<file path="config.mk">
export PLATFORM = sky130hd
export DESIGN_NAME = apb_master_arbiter
export DESIGN_NICKNAME = d
export VERILOG_FILES = /design/src/rtl/apb_pkg.sv /design/src/rtl/rr_arbiter.sv /design/src/rtl/apb_master_arbiter.sv
export SDC_FILE = /design/constraint.sdc
export NUM_CORES = 1
export LEC_CHECK = 0
export ABC_CLOCK_PERIOD_IN_PS = 1550
export CAP_MARGIN = 15
export CORE_MARGIN = 1.5
export CORE_UTILIZATION = 34
export DETAILED_ROUTE_END_ITERATION = 10
export PLACE_DENSITY = 0.8
export SYNTH_ARGS = -nofsm -noshare
export SYNTH_HDL_FRONTEND = slang
export SYNTH_SLANG_ARGS = --single-unit
</file>
<file path="constraint.sdc">
create_clock -name pclk -period 1.55 [get_ports pclk]
set_input_delay 0.31 -clock pclk [delete_from_list [all_inputs] [get_ports pclk]]
set_output_delay 0.31 -clock pclk [all_outputs]
set_load 0.05 [all_outputs]
</file>
<file path="src/rtl/apb_pkg.sv">
// apb_pkg: shared APB master state encoding and default bus widths
package apb_pkg;

    localparam int APB_DATA_WIDTH = 16;
    localparam int APB_ADDR_WIDTH = 4;

    typedef enum logic [2:0] {
        IDLE   = 3'b100,
        SETUP  = 3'b010,
        ACCESS = 3'b001
    } apb_master_state_e;

endpackage

</file>
<file path="src/rtl/rr_arbiter.sv">
// rr_arbiter: round-robin picker; r_ptr is the first index searched
module rr_arbiter #(
    parameter int NUM_REQ = 2,
    localparam int IW = $clog2(NUM_REQ)
) (
    input  logic               i_clk,
    input  logic               i_rst,
    input  logic [NUM_REQ-1:0] i_req,
    input  logic               i_update,
    output logic [NUM_REQ-1:0] o_grant,
    output logic [IW-1:0]      o_idx
);

    logic [IW-1:0] r_ptr;
    int            w_j;

    // walk from the farthest slot back to r_ptr so the nearest requester wins
    always_comb begin
        o_idx = '0;
        w_j = 0;
        for (int k = NUM_REQ - 1; k >= 0; k--) begin
            w_j = int'(r_ptr) + k;
            if (w_j >= NUM_REQ) w_j = w_j - NUM_REQ;
            if (i_req[w_j]) o_idx = IW'(w_j);
        end
    end

    assign o_grant = {{(NUM_REQ-1){1'b0}}, |i_req} << o_idx;

    // search restarts just past the winner, only when a grant is taken
    always_ff @(posedge i_clk) begin
        if (i_rst) r_ptr <= '0;
        else if (i_update) r_ptr <= (o_idx == IW'(NUM_REQ - 1)) ? '0 : o_idx + 1'b1;
    end

endmodule

</file>
<file path="src/rtl/apb_master_arbiter.sv">
// apb_master_arbiter: round-robin arbiter + APB master; APB_TIMEOUT_EN adds an ACCESS-phase timeout
module apb_master_arbiter
    import apb_pkg::*;
#(
    parameter int NUM_REQ        = 2,
    parameter int DATA_WIDTH     = APB_DATA_WIDTH,
    parameter int ADDR_WIDTH     = APB_ADDR_WIDTH,
    parameter int TIMEOUT_CYCLES = 16
) (
    input  logic                          pclk,
    input  logic                          prst,
    input  logic [NUM_REQ-1:0]            req,
    input  logic [NUM_REQ-1:0]            req_write,
    input  logic [NUM_REQ*ADDR_WIDTH-1:0] req_addr,
    input  logic [NUM_REQ*DATA_WIDTH-1:0] req_wdata,
    output logic [NUM_REQ-1:0]            gnt,
    output logic [NUM_REQ-1:0]            done,
    output logic [DATA_WIDTH-1:0]         rdata,
    output logic                          err,
    output logic                          psel,
    output logic                          penable,
    output logic                          pwrite,
    output logic [ADDR_WIDTH-1:0]         paddr,
    output logic [DATA_WIDTH-1:0]         pwdata,
    input  logic [DATA_WIDTH-1:0]         prdata,
    input  logic                          pready,
    output logic                          t_valid
);

    localparam int IW = $clog2(NUM_REQ);

    if (NUM_REQ < 2 || NUM_REQ > 8 || TIMEOUT_CYCLES < 1) begin : g_bad_cfg
        $error("apb_master_arbiter: NUM_REQ must be 2..8 and TIMEOUT_CYCLES >= 1");
    end

    apb_master_state_e     r_state, w_next;
    logic [NUM_REQ-1:0]    r_gnt, r_done, w_arb_req, w_grant;
    logic [IW-1:0]         w_idx;
    logic                  r_psel, r_penable, r_pwrite;
    logic [ADDR_WIDTH-1:0] r_paddr;
    logic [DATA_WIDTH-1:0] r_pwdata, r_rdata;
    logic                  w_take, w_complete, w_timeout;

    // the owner is masked while it holds gnt and again in its done cycle,
    // so it cannot re-win before its req deassertion is visible
    assign w_arb_req = req & ~r_gnt & ~r_done;

    rr_arbiter #(.NUM_REQ(NUM_REQ)) u_rr (
        .i_clk    (pclk),
        .i_rst    (prst),
        .i_req    (w_arb_req),
        .i_update (w_take),
        .o_grant  (w_grant),
        .o_idx    (w_idx)
    );

`ifdef APB_TIMEOUT_EN
    localparam int CW = $clog2(TIMEOUT_CYCLES + 1);
    logic [CW-1:0] r_cnt;
    logic          r_err;

    // counts stalled ACCESS cycles; zero whenever not in ACCESS
    always_ff @(posedge pclk) begin
        if (prst || r_state != ACCESS) r_cnt <= '0;
        else if (!pready) r_cnt <= r_cnt + 1'b1;
    end

    // err qualifies the done pulse of an aborted transfer
    always_ff @(posedge pclk) begin
        if (prst) r_err <= 1'b0;
        else r_err <= w_timeout;
    end

    assign err = r_err;
    assign w_timeout = (r_state == ACCESS) && !pready && (r_cnt == CW'(TIMEOUT_CYCLES - 1));
`else
    assign err = 1'b0;
    assign w_timeout = 1'b0;
`endif

    // next state plus the grant/complete strobes that drive the registers
    always_comb begin
        w_next = r_state;
        w_take = 1'b0;
        w_complete = 1'b0;
        case (r_state)
            IDLE: begin
                w_take = |w_arb_req;
                w_next = w_take ? SETUP : IDLE;
            end
            SETUP: w_next = ACCESS;
            ACCESS: begin
                w_complete = pready;
                w_take = pready & |w_arb_req;
                w_next = w_take ? SETUP : (pready || w_timeout) ? IDLE : ACCESS;
            end
            default: w_next = IDLE;
        endcase
    end

    // state register and all registered APB / requester outputs
    always_ff @(posedge pclk) begin
        if (prst) begin
            r_state   <= IDLE;
            r_gnt     <= '0;
            r_done    <= '0;
            r_psel    <= 1'b0;
            r_penable <= 1'b0;
            r_pwrite  <= 1'b0;
            r_paddr   <= '0;
            r_pwdata  <= '0;
            r_rdata   <= '0;
        end else begin
            r_state <= w_next;
            r_done  <= (w_complete || w_timeout) ? r_gnt : '0;
            if (w_complete && !r_pwrite) r_rdata <= prdata;
            if (w_take) begin
                r_gnt     <= w_grant;
                r_psel    <= 1'b1;
                r_penable <= 1'b0;
                r_pwrite  <= req_write[w_idx];
                r_paddr   <= req_addr[w_idx*ADDR_WIDTH +: ADDR_WIDTH];
                r_pwdata  <= req_wdata[w_idx*DATA_WIDTH +: DATA_WIDTH];
            end else if (w_next == ACCESS) begin
                r_penable <= 1'b1;
            end else if (w_next == IDLE) begin
                r_gnt     <= '0;
                r_psel    <= 1'b0;
                r_penable <= 1'b0;
            end
        end
    end

    assign gnt     = r_gnt;
    assign done    = r_done;
    assign rdata   = r_rdata;
    assign psel    = r_psel;
    assign penable = r_penable;
    assign pwrite  = r_pwrite;
    assign paddr   = r_paddr;
    assign pwdata  = r_pwdata;
    assign t_valid = r_psel & r_penable & |(req & ~r_gnt);

endmodule

</file>
== Yosys cells after proc, flatten, opt, wreduce, memory -nomap -nowiden ==
Cells that the tools add are included.

* $add $sub $neg: 4
* Bitwise operators: 8
* $lt $le $gt $ge: 5
* Mux-type cells: 26
* Reductions and logical operators: 9
* Shift-type cells: 3
* Eq/ne operators: 6

{| class="wikitable"
|+ Operators with widths
! operator !! number
|-
| less-than comparator 32 x 3 -> 1 bit, second input constant || 2
|-
| two-way mux 32 bit || 2
|-
| >= comparator 32 x 3 -> 1 bit, second input constant || 1
|-
| variable part select 32 x 6 -> 16 bit || 1
|-
| subtractor 32 x 3 -> 32 bit, second input constant || 1
|-
| two-way mux 1 bit || 16
|-
| two-way mux 3 bit || 3
|-
| one-hot mux 3 bit (3 select lines) || 1
|-
| OR reduction 2 bit || 4
|-
| variable part select 8 x 4 -> 4 bit || 1
|-
| == test 3 x 1 -> 1 bit, second input constant || 2
|-
| == test 3 bit, second input constant || 2
|-
| two-way mux 2 bit || 3
|-
| bitwise AND 2 bit || 2
|-
| NOT 2 bit || 2
|-
| nonzero test 2 bit || 2
|-
| bitwise AND 1 bit || 3
|-
| == test 3 x 2 -> 1 bit, second input constant || 1
|-
| subtractor 1 x 2 -> 3 bit, second input constant || 1
|-
| adder 1 x 1 -> 2 bit, second input constant || 1
|-
| >= comparator 1 x 2 -> 1 bit, second input constant || 1
|-
| less-than comparator 1 x 2 -> 1 bit, second input constant || 1
|-
| inequality test 2 x 1 -> 1 bit, second input constant || 1
|-
| one-hot mux 1 bit (2 select lines) || 1
|-
| other kinds (6) || 6
|}

* Bits in registers: 47
* Word-level logic and storage cells: 71
* Bits of input ports: 63

== Logic depth before layout (Yosys ltp) ==
* Depth in word-level cells: 11
* Mapped depth: 6
* Depth with buffers taken out: 4

== Cells and area by module ==
From an unflattened synthesis, not the netlist that was laid out.

* Cell total of the unflattened synthesis: 237
* Area total of the unflattened synthesis: 2139.6 µm²

{| class="wikitable"
|+ By module, submodules not included
! module !! cells each !! area an instance (µm²) !! instances !! sequential area each (µm²)
|-
| apb_master_arbiter || 230 || 2064.5 || 1 || 920.9
|-
| rr_arbiter || 7 || 75.1 || 1 || 20.0
|}

== Worst setup path after synthesis ==
OpenSTA, ideal clock, no wires.

* Path kind: register to register
* From: reg r_gnt[1], in the netlist gnt[1]
* To: reg r_paddr[3], in the netlist paddr[3]
* Arrival: 1.751 ns
* Path slack: -0.323 ns
* Period minus slack after synthesis: 1.873 ns
* Library setup time: 0.122 ns
* Required time: 1.428 ns
* Stages on the path, launching flop included: 7
* Cells stage by stage: dfxtp_1 or3b_4 o21ba_2 buf_4 buf_4 mux2i_1 a21oi_1

* Cells in the longest elaborated chain, start to end: 9
* Elaborated cells between the ends (all ways): 15
* Those cells by class: shift: 1; mux: 9; bitwise: 4; reduce/logical: 1

{| class="wikitable"
|+ RTL lines
! item !! RTL line !! source
|-
| start: declaration || apb_master_arbiter.sv:37 || <nowiki>logic [NUM_REQ-1:0] r_gnt, r_done, w_arb_req, w_grant;</nowiki>
|-
| start signal: assignment || apb_master_arbiter.sv:118 || <nowiki>r_gnt <= w_grant;</nowiki>
|-
| NOT 2 bit (*) || apb_master_arbiter.sv:46 || <nowiki>assign w_arb_req = req & ~r_gnt & ~r_done;</nowiki>
|-
| bitwise AND 2 bit (*) (2 in series) || apb_master_arbiter.sv:46 ||
|-
| two-way mux 1 bit (not written as such) (3 in series) || rr_arbiter.sv:24 || <nowiki>if (i_req[w_j]) o_idx = IW'(w_j);</nowiki>
|-
| two-way mux 1 bit (2 in series) || rr_arbiter.sv:24 ||
|-
| variable part select 8 x 4 -> 4 bit || apb_master_arbiter.sv:122 || <nowiki>r_paddr <= req_addr[w_idx*ADDR_WIDTH +: ADDR_WIDTH];</nowiki>
|-
| end signal: assignment || apb_master_arbiter.sv:122 ||
|-
| end: declaration || apb_master_arbiter.sv:40 || <nowiki>logic [ADDR_WIDTH-1:0] r_paddr;</nowiki>
|}

Mark *: on every way between the ends. The rest lies on a longest branch, timed or not. The select of a mux whose other input is x is not followed.
A chain may end at the register's enable or synchronous reset.

== Final worst setup path ==
Same ends and word-level chain as after synthesis.

==> results.toml <==
[clocking]
cts_buffers = 5
cts_root_buf = "clkbuf_8"
clk_pin_slew_worst_paths_ns = 0.08
cts_max_level = 2
clkSinkCount = 47
insertion_delay_ns = 0.29
tritoncts = "done"
max-clock-path-buffers = 2

[global_routing]
grt_pass1_vias = 1939
grt_max_degree = 24
antenna_found_initial = 0
globalRouteOverflowTotal = 0
grt_pass1_wl_um = 9080
track_usage = 0.186

[setup_path]
startpoint_type = "flip-flop"
slowest_delay_ns = 0.42
crit_type = "reg2reg"
r2r-start = "gnt[1]$_SDFFE_PP0P_"
crit_buf_inv = 3
setup.worst_path.start = "gnt[1]$_SDFFE_PP0P_"
crit_top_cell = "buf_6"
reg2regPathDepth = 7
crit_path_max_fanout = 6
end_kind = "flip-flop"
crit_arrival_ns = 1.97
worst-r2r-setup-slack_ns = -0.20
crit_chain = "or3b_4 -> a221oi_4 -> buf_6 -> buf_6 -> buf_12 -> o21ai_2 -> a21oi_2"
slowest_stage = "or3b_4"
path_delay_family = "compound AO/OA/AOI/OAI gates"
r2r-end = "paddr[3]$_SDFFE_PP0P_"
worst_ep_required_time_ns = 1.77

[sta]
finalSetupViolCount = 32
final_hold_viol_count = 0
fin_ws_ns = -0.199
drv_slew = 0
grt_setup_unrepaired = "true"
min_period_ns = 1.75
fmax_mhz = 572
timing.final.crit_share = 1.13
clock_skew_ns = 0.00631
fin_setup_tns_ns = -4.21

[hold_path]
worstHoldStart = "rdata[7]$_SDFFE_PP0P_"
hold_end = "rdata[7]$_SDFFE_PP0P_"
min_path_cells = 2
holdCritPathClass = "reg2reg"

[floorplan]
core_um2 = 5470
start_util = 0.349
row_count = 27
io_pins = 108
dieArea_um2 = 6080
fp.dieW_um = 78.0
die_h_um = 78.0

[logic_synthesis]
synth.avg_cell_area_um2 = 9.06
yosysWarnings = 0
netlist_area_um2 = 1910
netlist_instances = 211
yosysSeqAreaShare = 0.492
syn_nets = 274
synth-seq-cells = 47
ys_types = 27

[detailed_routing]
top_layer_used = "met4"
route.met3.wl_um = 269
firstDrtPassIters = 4
ant_nets = 0
num_vias = 1962
wl_met2_um = 3390
drt_iter0_drc = 43
wl_per_cell_um = 14.7
drcViolationCount = 0
routed_via_density = 4.76
routed_wl_um = 6050
drt-met1-wl_um = 2380

[pwr]
leakage_nw = 1.52
p_total_w = 0.00423
p_per_area_nw_per_um2 = 1120
vdd.ir_drop.worst_uv = 796

[run_status]
status = "finished, violations left"
violations = "setup timing"

[place]
dp_slack_ns = -0.599
globalplace.congestion = 0.783
hpwl_um = 3750
port_buffers = 106

[cells_and_area]
final_net_count = 403
area_delta_synth_final_pct = 97.1
diodes = 0
num-fill-cells = 463
final_layout_size_suffix_gt1_frac = 0.438

[flow_run]
drv_cap = 0
==> cells in the mapped netlist (all sizes together) <==
cell type | count | area [um^2]
o21bai | 1 | 7.51
a31o | 1 | 8.76
mux2i | 21 | 210
and2 | 5 | 31.3
or3 | 1 | 6.26
dfxtp | 47 | 941
inv | 2 | 7.51
o21ba | 1 | 10.0
a221oi | 1 | 26.3
buf | 9 | 71.3
conb | 1 | 3.75
o21ai | 22 | 110
xor2 | 1 | 8.76
nand3b | 1 | 7.51
or3b | 3 | 31.3
clkbuf | 7 | 26.3
o211ai | 1 | 7.51
nor3 | 2 | 10.0
a21oi | 42 | 210
nand2 | 34 | 128
nor2 | 1 | 3.75
nand2b | 6 | 37.5
a22oi | 1 | 7.51
==> worst min-delay path, delay by kind of cell (launching register included) <==
kind            cells  cell delay (ns)
compound gates      1             0.05
flops               1             0.31
simple gates        1             0.05
==> per-stage QoR <==
stage	instance area (um^2)	utilization	cells	hold WS, ns
floorplan	1960	-	211	0.446
global placement	3180	0.580	390	0.444
detailed placement	3180	0.580	390	0.449
CTS	3520	0.642	408	0.460
global route	3770	0.689	412	0.487
finish	3770	0.689	412	0.457
==> routing by layer <==
metal | track usage | vias to the layer above
met5 | 0 | -
met4 | 0.0411 | 0
met3 | 0.0482 | 2
met2 | 0.344 | 64
met1 | 0.212 | 914
li1 | - | 982
==> placed cells by master, fill, tap and decap left out, drive strengths merged, types with 2 or more instances in the layout <==
cell type,Yosys,final
dlygate4sd2,0,2
mux2i,21,21
a21oi,42,42
clkbuf,7,7
clkdlybuf4s50,0,59
nand2,34,34
o21ai,22,22
nand2b,6,6
dfxtp,47,47
and2,5,5
nor3,2,2
buf,9,76
or3b,3,3
inv,2,2
==> power breakdown <==
group	internal, W	switching (W)	total [W]
combinational	0.00100	0.00105	0.00206
sequential	0.00137	0.000120	0.00149
clock	0.000311	0.000376	0.000688
total	0.00268	0.00155	0.00423
==> how the worst max path moves through the flow <==
stage                                        end  cells past startpoint
final                      paddr[3]$_SDFFE_PP0P_                      7
after global routing       paddr[3]$_SDFFE_PP0P_                      7
after CTS                 pwdata[6]$_SDFFE_PP0P_                      7
after detailed placement  pwdata[8]$_SDFFE_PP0P_                      6
after global placement    pwdata[0]$_SDFFE_PP0P_                      6
after floorplan            paddr[0]$_SDFFE_PP0P_                      5
==> final cells by class <==
cell class / count / area (um^2) / area share
Timing Repair Buffer: 138 / 1520 / 0.402
Multi-Input combinational cell: 146 / 1120 / 0.296
Sequential cell: 47 / 962 / 0.255
Tap cell: 72 / 90.1 / 0.0239
Clock buffer: 7 / 76.3 / 0.0203
Inverter: 2 / 7.51 / 0.00199
==> repair_timing <==
action	4_1_cts	5_1_grt
endpoints found under the setup margin	27	40
setup buffers	6	3
cloned	5	2
hold buffers	0	0
resized for setup	25	68
pin swaps	4	22
==> state kept, by name (all words and copies together) (netlist names) <==
register / cells
done: 2
gnt: 2
paddr: 4
penable: 1
psel: 1
pwdata: 16
pwrite: 1
r_state: 3
rdata: 16
u_rr.r_ptr: 1
==> cell families after synthesis <==
logic type / Yosys count / share of synthesized area
buf+inv: 18 / 0.0550
other cells: 1 / 0.00196
simple gates: 53 / 0.134
compound gates: 70 / 0.203
xor+xnor: 1 / 0.00458
mux: 21 / 0.110
flops: 47 / 0.492
Note: power is estimated with default switching activity, not from simulation.
